### src/rtl/fmap_reader.sv
// Feature-map reader: streams packed 8-bit bytes from two lockstep BRAM32k ports as byte pairs.
// Optional FMAP_RELU_EN clamps negative unpacked bytes to zero on read.
module fmap_reader #(
  parameter int unsigned BASE_A        = 0,
  parameter int unsigned BASE_B        = 128,
  parameter int unsigned WORDS_PER_ROW = 4,
  parameter int unsigned ROWS          = 28,
  parameter int unsigned ROW_STRIDE    = 128
) (
  input  logic        clk,
  input  logic        rst,
  input  logic        start,
  output logic        busy,
  output logic        done,
  output logic        en_BRAM32k,
  output logic [11:0] addr_BRAM32k_1,
  output logic [11:0] addr_BRAM32k_2,
  input  logic [63:0] dout_BRAM32k_1,
  input  logic [63:0] dout_BRAM32k_2,
  output logic        out_valid,
  input  logic        out_ready,
  output logic [7:0]  out_a,
  output logic [7:0]  out_b,
  output logic        out_last
);

  localparam int unsigned WW = (WORDS_PER_ROW > 1) ? $clog2(WORDS_PER_ROW) : 1;
  localparam int unsigned RW = (ROWS > 1) ? $clog2(ROWS) : 1;
  localparam logic [WW-1:0] LAST_W = WW'(WORDS_PER_ROW - 1);
  localparam logic [RW-1:0] LAST_R = RW'(ROWS - 1);
  localparam logic [11:0]   BA     = 12'(BASE_A);
  localparam logic [11:0]   BB     = 12'(BASE_B);
  localparam logic [11:0]   RS     = 12'(ROW_STRIDE);

  typedef enum logic [1:0] {S_IDLE, S_RUN, S_FIN} state_t;

  state_t r_state;
  state_t w_state_nxt;

  logic          r_en;
  logic          r_en_last;
  logic          r_rvalid;
  logic          r_rv_last;
  logic [11:0]   r_addr_1;
  logic [11:0]   r_addr_2;
  logic [WW-1:0] r_word;
  logic [RW-1:0] r_row;
  logic [11:0]   r_row_off;
  logic          r_all_issued;

  logic [63:0]   r_cur_a;
  logic [63:0]   r_cur_b;
  logic          r_cur_valid;
  logic          r_cur_last;
  logic [63:0]   r_nxt_a;
  logic [63:0]   r_nxt_b;
  logic          r_nxt_valid;
  logic          r_nxt_last;
  logic [2:0]    r_idx;

  logic          w_hs;
  logic          w_exhaust;
  logic          w_issue;
  logic          w_last_word;
  logic [5:0]    w_sh;
  logic [63:0]   w_sh_a;
  logic [63:0]   w_sh_b;
  logic [7:0]    w_byte_a;
  logic [7:0]    w_byte_b;

  assign w_hs        = r_cur_valid & out_ready;
  assign w_exhaust   = w_hs & (r_idx == 3'd7);
  assign w_last_word = (r_word == LAST_W) && (r_row == LAST_R);

  // A read occupies two cycles (en, then data); one outstanding read keeps the two-word buffer from overflowing.
  always_comb begin
    w_issue = 1'b0;
    if (r_state == S_IDLE)
      w_issue = start;
    else if (r_state == S_RUN)
      w_issue = !r_all_issued && !r_en && !r_rvalid && (!r_nxt_valid || w_exhaust);
  end

  // State register
  always_ff @(posedge clk or negedge rst) begin
    if (!rst) r_state <= S_IDLE;
    else      r_state <= w_state_nxt;
  end

  // Next-state logic
  always_comb begin
    w_state_nxt = r_state;
    case (r_state)
      S_IDLE:  if (start) w_state_nxt = S_RUN;
      S_RUN:   if (w_hs && out_last) w_state_nxt = S_FIN;
      S_FIN:   w_state_nxt = S_IDLE;
      default: w_state_nxt = S_IDLE;
    endcase
  end

  // FSM outputs
  always_comb begin
    busy = 1'b0;
    done = 1'b0;
    case (r_state)
      S_RUN:   busy = 1'b1;
      S_FIN: begin
        busy = 1'b1;
        done = 1'b1;
      end
      default: ;
    endcase
  end

  // Read issue: address counters and the read pipeline tags
  always_ff @(posedge clk or negedge rst) begin
    if (!rst) begin
      r_en         <= 1'b0;
      r_en_last    <= 1'b0;
      r_rvalid     <= 1'b0;
      r_rv_last    <= 1'b0;
      r_addr_1     <= BA;
      r_addr_2     <= BB;
      r_word       <= '0;
      r_row        <= '0;
      r_row_off    <= '0;
      r_all_issued <= 1'b0;
    end else begin
      r_en      <= w_issue;
      r_en_last <= w_issue & w_last_word;
      r_rvalid  <= r_en;
      r_rv_last <= r_en_last;
      if (w_issue) begin
        r_addr_1 <= BA + r_row_off + 12'(r_word);
        r_addr_2 <= BB + r_row_off + 12'(r_word);
        if (r_word == LAST_W) begin
          r_word    <= '0;
          r_row     <= r_row + RW'(1);
          r_row_off <= r_row_off + RS;
        end else begin
          r_word <= r_word + WW'(1);
        end
        if (w_last_word) r_all_issued <= 1'b1;
      end else if (r_state == S_FIN) begin
        r_word       <= '0;
        r_row        <= '0;
        r_row_off    <= '0;
        r_all_issued <= 1'b0;
      end
    end
  end

  // Current-word register and prefetch buffer
  always_ff @(posedge clk or negedge rst) begin
    if (!rst) begin
      r_cur_a     <= '0;
      r_cur_b     <= '0;
      r_cur_valid <= 1'b0;
      r_cur_last  <= 1'b0;
      r_nxt_a     <= '0;
      r_nxt_b     <= '0;
      r_nxt_valid <= 1'b0;
      r_nxt_last  <= 1'b0;
      r_idx       <= '0;
    end else begin
      if (w_hs) r_idx <= r_idx + 3'd1;
      // Issue rules guarantee returning data never meets a full prefetch buffer.
      if (w_exhaust) begin
        if (r_nxt_valid) begin
          r_cur_a     <= r_nxt_a;
          r_cur_b     <= r_nxt_b;
          r_cur_last  <= r_nxt_last;
          r_nxt_valid <= 1'b0;
        end else if (r_rvalid) begin
          r_cur_a    <= dout_BRAM32k_1;
          r_cur_b    <= dout_BRAM32k_2;
          r_cur_last <= r_rv_last;
        end else begin
          r_cur_valid <= 1'b0;
        end
      end else if (r_rvalid) begin
        if (!r_cur_valid) begin
          r_cur_a     <= dout_BRAM32k_1;
          r_cur_b     <= dout_BRAM32k_2;
          r_cur_last  <= r_rv_last;
          r_cur_valid <= 1'b1;
        end else begin
          r_nxt_a     <= dout_BRAM32k_1;
          r_nxt_b     <= dout_BRAM32k_2;
          r_nxt_last  <= r_rv_last;
          r_nxt_valid <= 1'b1;
        end
      end
    end
  end

  always_comb begin
    w_sh     = {r_idx, 3'b000};
    w_sh_a   = r_cur_a << w_sh;
    w_sh_b   = r_cur_b << w_sh;
    w_byte_a = w_sh_a[63:56];
    w_byte_b = w_sh_b[63:56];
  end

`ifdef FMAP_RELU_EN
  assign out_a = w_byte_a[7] ? 8'h00 : w_byte_a;
  assign out_b = w_byte_b[7] ? 8'h00 : w_byte_b;
`else
  assign out_a = w_byte_a;
  assign out_b = w_byte_b;
`endif

  assign out_valid      = r_cur_valid;
  assign out_last       = r_cur_valid & r_cur_last & (r_idx == 3'd7);
  assign en_BRAM32k     = r_en;
  assign addr_BRAM32k_1 = r_addr_1;
  assign addr_BRAM32k_2 = r_addr_2;

endmodule

### config.mk
export PLATFORM = sky130hd
export DESIGN_NAME = fmap_reader
export DESIGN_NICKNAME = d
export VERILOG_FILES = /design/src/rtl/fmap_reader.sv
export SDC_FILE = /design/constraint.sdc
export NUM_CORES = 1
export LEC_CHECK = 0
export CAP_MARGIN = 20
export CELL_PAD_IN_SITES_DETAIL_PLACEMENT = 2
export CELL_PAD_IN_SITES_GLOBAL_PLACEMENT = 2
export CORE_UTILIZATION = 38
export CTS_CLUSTER_DIAMETER = 30
export DETAILED_ROUTE_END_ITERATION = 16
export GPL_ROUTABILITY_DRIVEN = 0
export PLACE_DENSITY = 0.76
export SYNTH_ARGS = -nofsm -noshare
export SYNTH_HDL_FRONTEND = slang
export SYNTH_SLANG_ARGS = --single-unit
### constraint.sdc
create_clock -name clk -period 2.92 [get_ports clk]
set_input_delay 0.292 -clock clk [delete_from_list [all_inputs] [get_ports clk]]
set_output_delay 0.292 -clock clk [all_outputs]
set_load 0.02 [all_outputs]
==> metrics.txt <==
status=finished clean; initial core utilization=38.79%; Seq cells post-synth=297; syn_nets=1215; I/O pins=177; post-route antenna net violation count=0; Final Non-Filler Cells=1786; min-delay worst type=in -> async; area growth from synthesis to layout=37.19%; Final Cycle Share=92.38%; clock latency on the worst-skew pair=0.58 ns; gr ovfl total=0; DR pass1 iterations=4; crit end category=primary output; pre-CTS WS=0.4808 ns; clock tree sinks=297; total CTS buffers=77; RSZ-0062 raised after global routing=false; Setup WS post-layout=0.2226 ns; Mapped Area=13430 µm²; synthesized area per cell=12.52 µm²; fmax=0.3707 GHz; Post-Route WL=44.02 mm; Iter 0 DRT Violations=516; Syn. warnings=0; Die Area=36110 µm²; nets=1410; area leader, netlist=dfrtp_1; Post-synth ARST share=100.0%; vias=9679; CTS tree=done; DRC violations left=0; synth cell count leaders=dfrtp_1 (296), mux2_2 (154), nor2_1 (138), a21oi_1 (136), mux2i_1 (129); Leak=8.517 nW; Rows=68; CP required=2.63 ns; drt wl/cell=24.65 µm; worst stage delay on the critical path=0.56 ns; initial antenna violation count=8; Die Width=190.0 µm; most common cell in the netlist=dfrtp_1; Power Total=23.95 mW; Final Hold Vio Count=0; Final Critical Period=2.697 ns; Core ar.=34630 µm²; CTS root buffer=clkbuf_16; CTS H-tree depth=3; setup bufs post-CTS=0; crit-path cells=buf_12, mux4_2, mux2_2, dlygate4sd2_1; maxcap violations=0; Crit path max-delay family=multiplexers; library cells used by synthesis=33; CTS clock-pin slew for the worst setup and hold paths=0.05 ns; placed insts=1643; Startpoint Class=register; via count of the first global-routing pass=11293; Final Skew=0.01674 ns; largest net degree at the start of global routing=131; Mapped Cells=1073; first-pass GRT wire length=67.93 mm; max-slew violations=0; layout cells sized above 1=26.19%; CP Class=reg -> out; Top FF cell, synth=dfrtp_1; CP Buf/Inv Count=2; Worst Path Max Fanout=16; setup violators final=0; Port-buffer cells=176; post-synth top area share=55.14%; chip height=190.0 µm; Slowest-stage cell, CP=mux4_2; number of synthesized flops with an enable pin=0; CP arrival=2.41 ns; clk buf depth=3; Cell Pwr Density=1300 nW/µm²; Tot GR Track Use=25.08%; Setup TNS Final=0 ns; worst-margin pin slew=0.8082 ns; Peak VDD IR=0.0005740 V; dpl hpwl=25.67 mm; Worst slew margin=46.12%; Via density=5.419; dominant cells by area after synthesis=dfrtp_1 (55%), mux2_2 (13%), mux2i_1 (9.6%), mux4_2 (5.4%), a21oi_1 (5.1%); post-synthesis sequential area ratio=55.34%
==> worst register-to-register path, cell delays in order, from the launching register on <==
cell	delay, ns
dfrtp_1	0.41
inv_1	0.10
ha_1	0.26
or4b_4	0.51
a211o_1	0.54
and3_4	0.31
o32ai_1	0.26
==> logic make-up after synthesis <==
kind of cell	share of synthesized area, %
buffers and inverters	3.176
adders and majority gates	0.9314
xor gates and xnor gates	0.2608
AOI/OAI and AO/OA	6.343
muxes	27.89
and+or+nand+nor	6.064
DFF	55.34
==> report_power, final <==
part,total (mW),internal [mW],leakage [nW],switching (mW)
logic,7.77,3.85,3.77,3.92
clock network,8.60,5.95,1.29,2.65
registers,7.58,6.11,3.46,1.47
total,24.0,15.9,8.52,8.04
==> cell usage in the layout (no fill, tap or decap), drive strengths merged, types with 2 or more instances in the layout <==
| cell type | count |
|---|---|
| dlymetal6s2s | 10 |
| nand4 | 4 |
| bufinv | 8 |
| nand2b | 5 |
| clkdlybuf4s50 | 159 |
| xnor2 | 4 |
| o32ai | 4 |
| a21oi | 136 |
| ha | 10 |
| clkbuf | 101 |
| nand3 | 15 |
| diode | 2 |
| and2 | 5 |
| nand2 | 15 |
| dlygate4sd2 | 6 |
| o31ai | 2 |
| nor3 | 3 |
| clkinvlp | 7 |
| o22ai | 6 |
| mux4 | 32 |
| buf | 22 |
| mux2i | 129 |
| inv | 14 |
| clkinv | 20 |
| mux2 | 154 |
| dfrtp | 296 |
| o21ai | 11 |
| nor2 | 139 |
| and3 | 5 |
==> cell type report <==
cell class	count	area [µm²]
Timing Repair Buffer	198	2143
Tap cell	455	569.3
Clock buffer	101	2191
Antenna cell	2	5.005
Multi-Input combinational cell	684	5597
Fill cell	3232	16200
Clock inverter	39	450.4
Inverter	10	37.54
Sequential cell	297	7436
==> path summary, 6_finish.rpt <==
check | depth (start not counted) | slack (ns) | from | to
setup / recovery | 4 | 0.22 | r_idx[0] | out_b[2]
hold / removal | 2 | 0.37 | rst | r_nxt_b[53]
setup reg to reg | 6 | 0.42 | r_state[0] | r_row[1]
hold reg to reg | 0 | 0.38 | r_en_last | r_rv_last
max in group asynchronous | 3 | 1.69 | rst | addr_BRAM32k_2[7]
min in group clk | 2 | 0.37 | dout_BRAM32k_2[58] | r_nxt_b[58]
==> through the flow <==
step / hold WS [ns] / area, µm² / util, %
after global routing: 0.3657 / 18430 / 53.22
after floorplan: -0.003591 / 13430 / -
final: 0.3653 / 18430 / 53.22
after global placement: 0.3336 / 15730 / 45.41
after detailed placement: 0.3674 / 15730 / 45.41
after CTS: 0.3438 / 18400 / 53.13
==> timing repair <==
action                                 4_1_cts  5_1_grt
hold buffers                                 1        0
resized for setup                           13       10
cloned                                       0        0
setup endpoints to repair                   16       10
endpoints found under the hold margin       89        0
==> layer usage <==
metal  global-route usage, %  routed length [µm]  vias to the layer above  part of all wire (%)
li1                        -                   -                     4232                     -
met1                   30.91               18200                     5098                    41
met2                   42.46               22200                      247                    50
met3                   5.626                2400                       96                   5.5
met4                   10.14                1173                        6                   2.7
met5                       0                  43                        -                 0.098
==> flip-flops by register name (all words and copies together) (netlist names), 2 cells and up <==
register / cells
addr_BRAM32k_1: 10
addr_BRAM32k_2: 5
r_cur_a: 64
r_cur_b: 64
r_idx: 3
r_nxt_a: 64
r_nxt_b: 64
r_row: 5
r_row_off: 5
r_state: 2
r_word: 2
No activity file was read; power rests on OpenSTA's default activity.
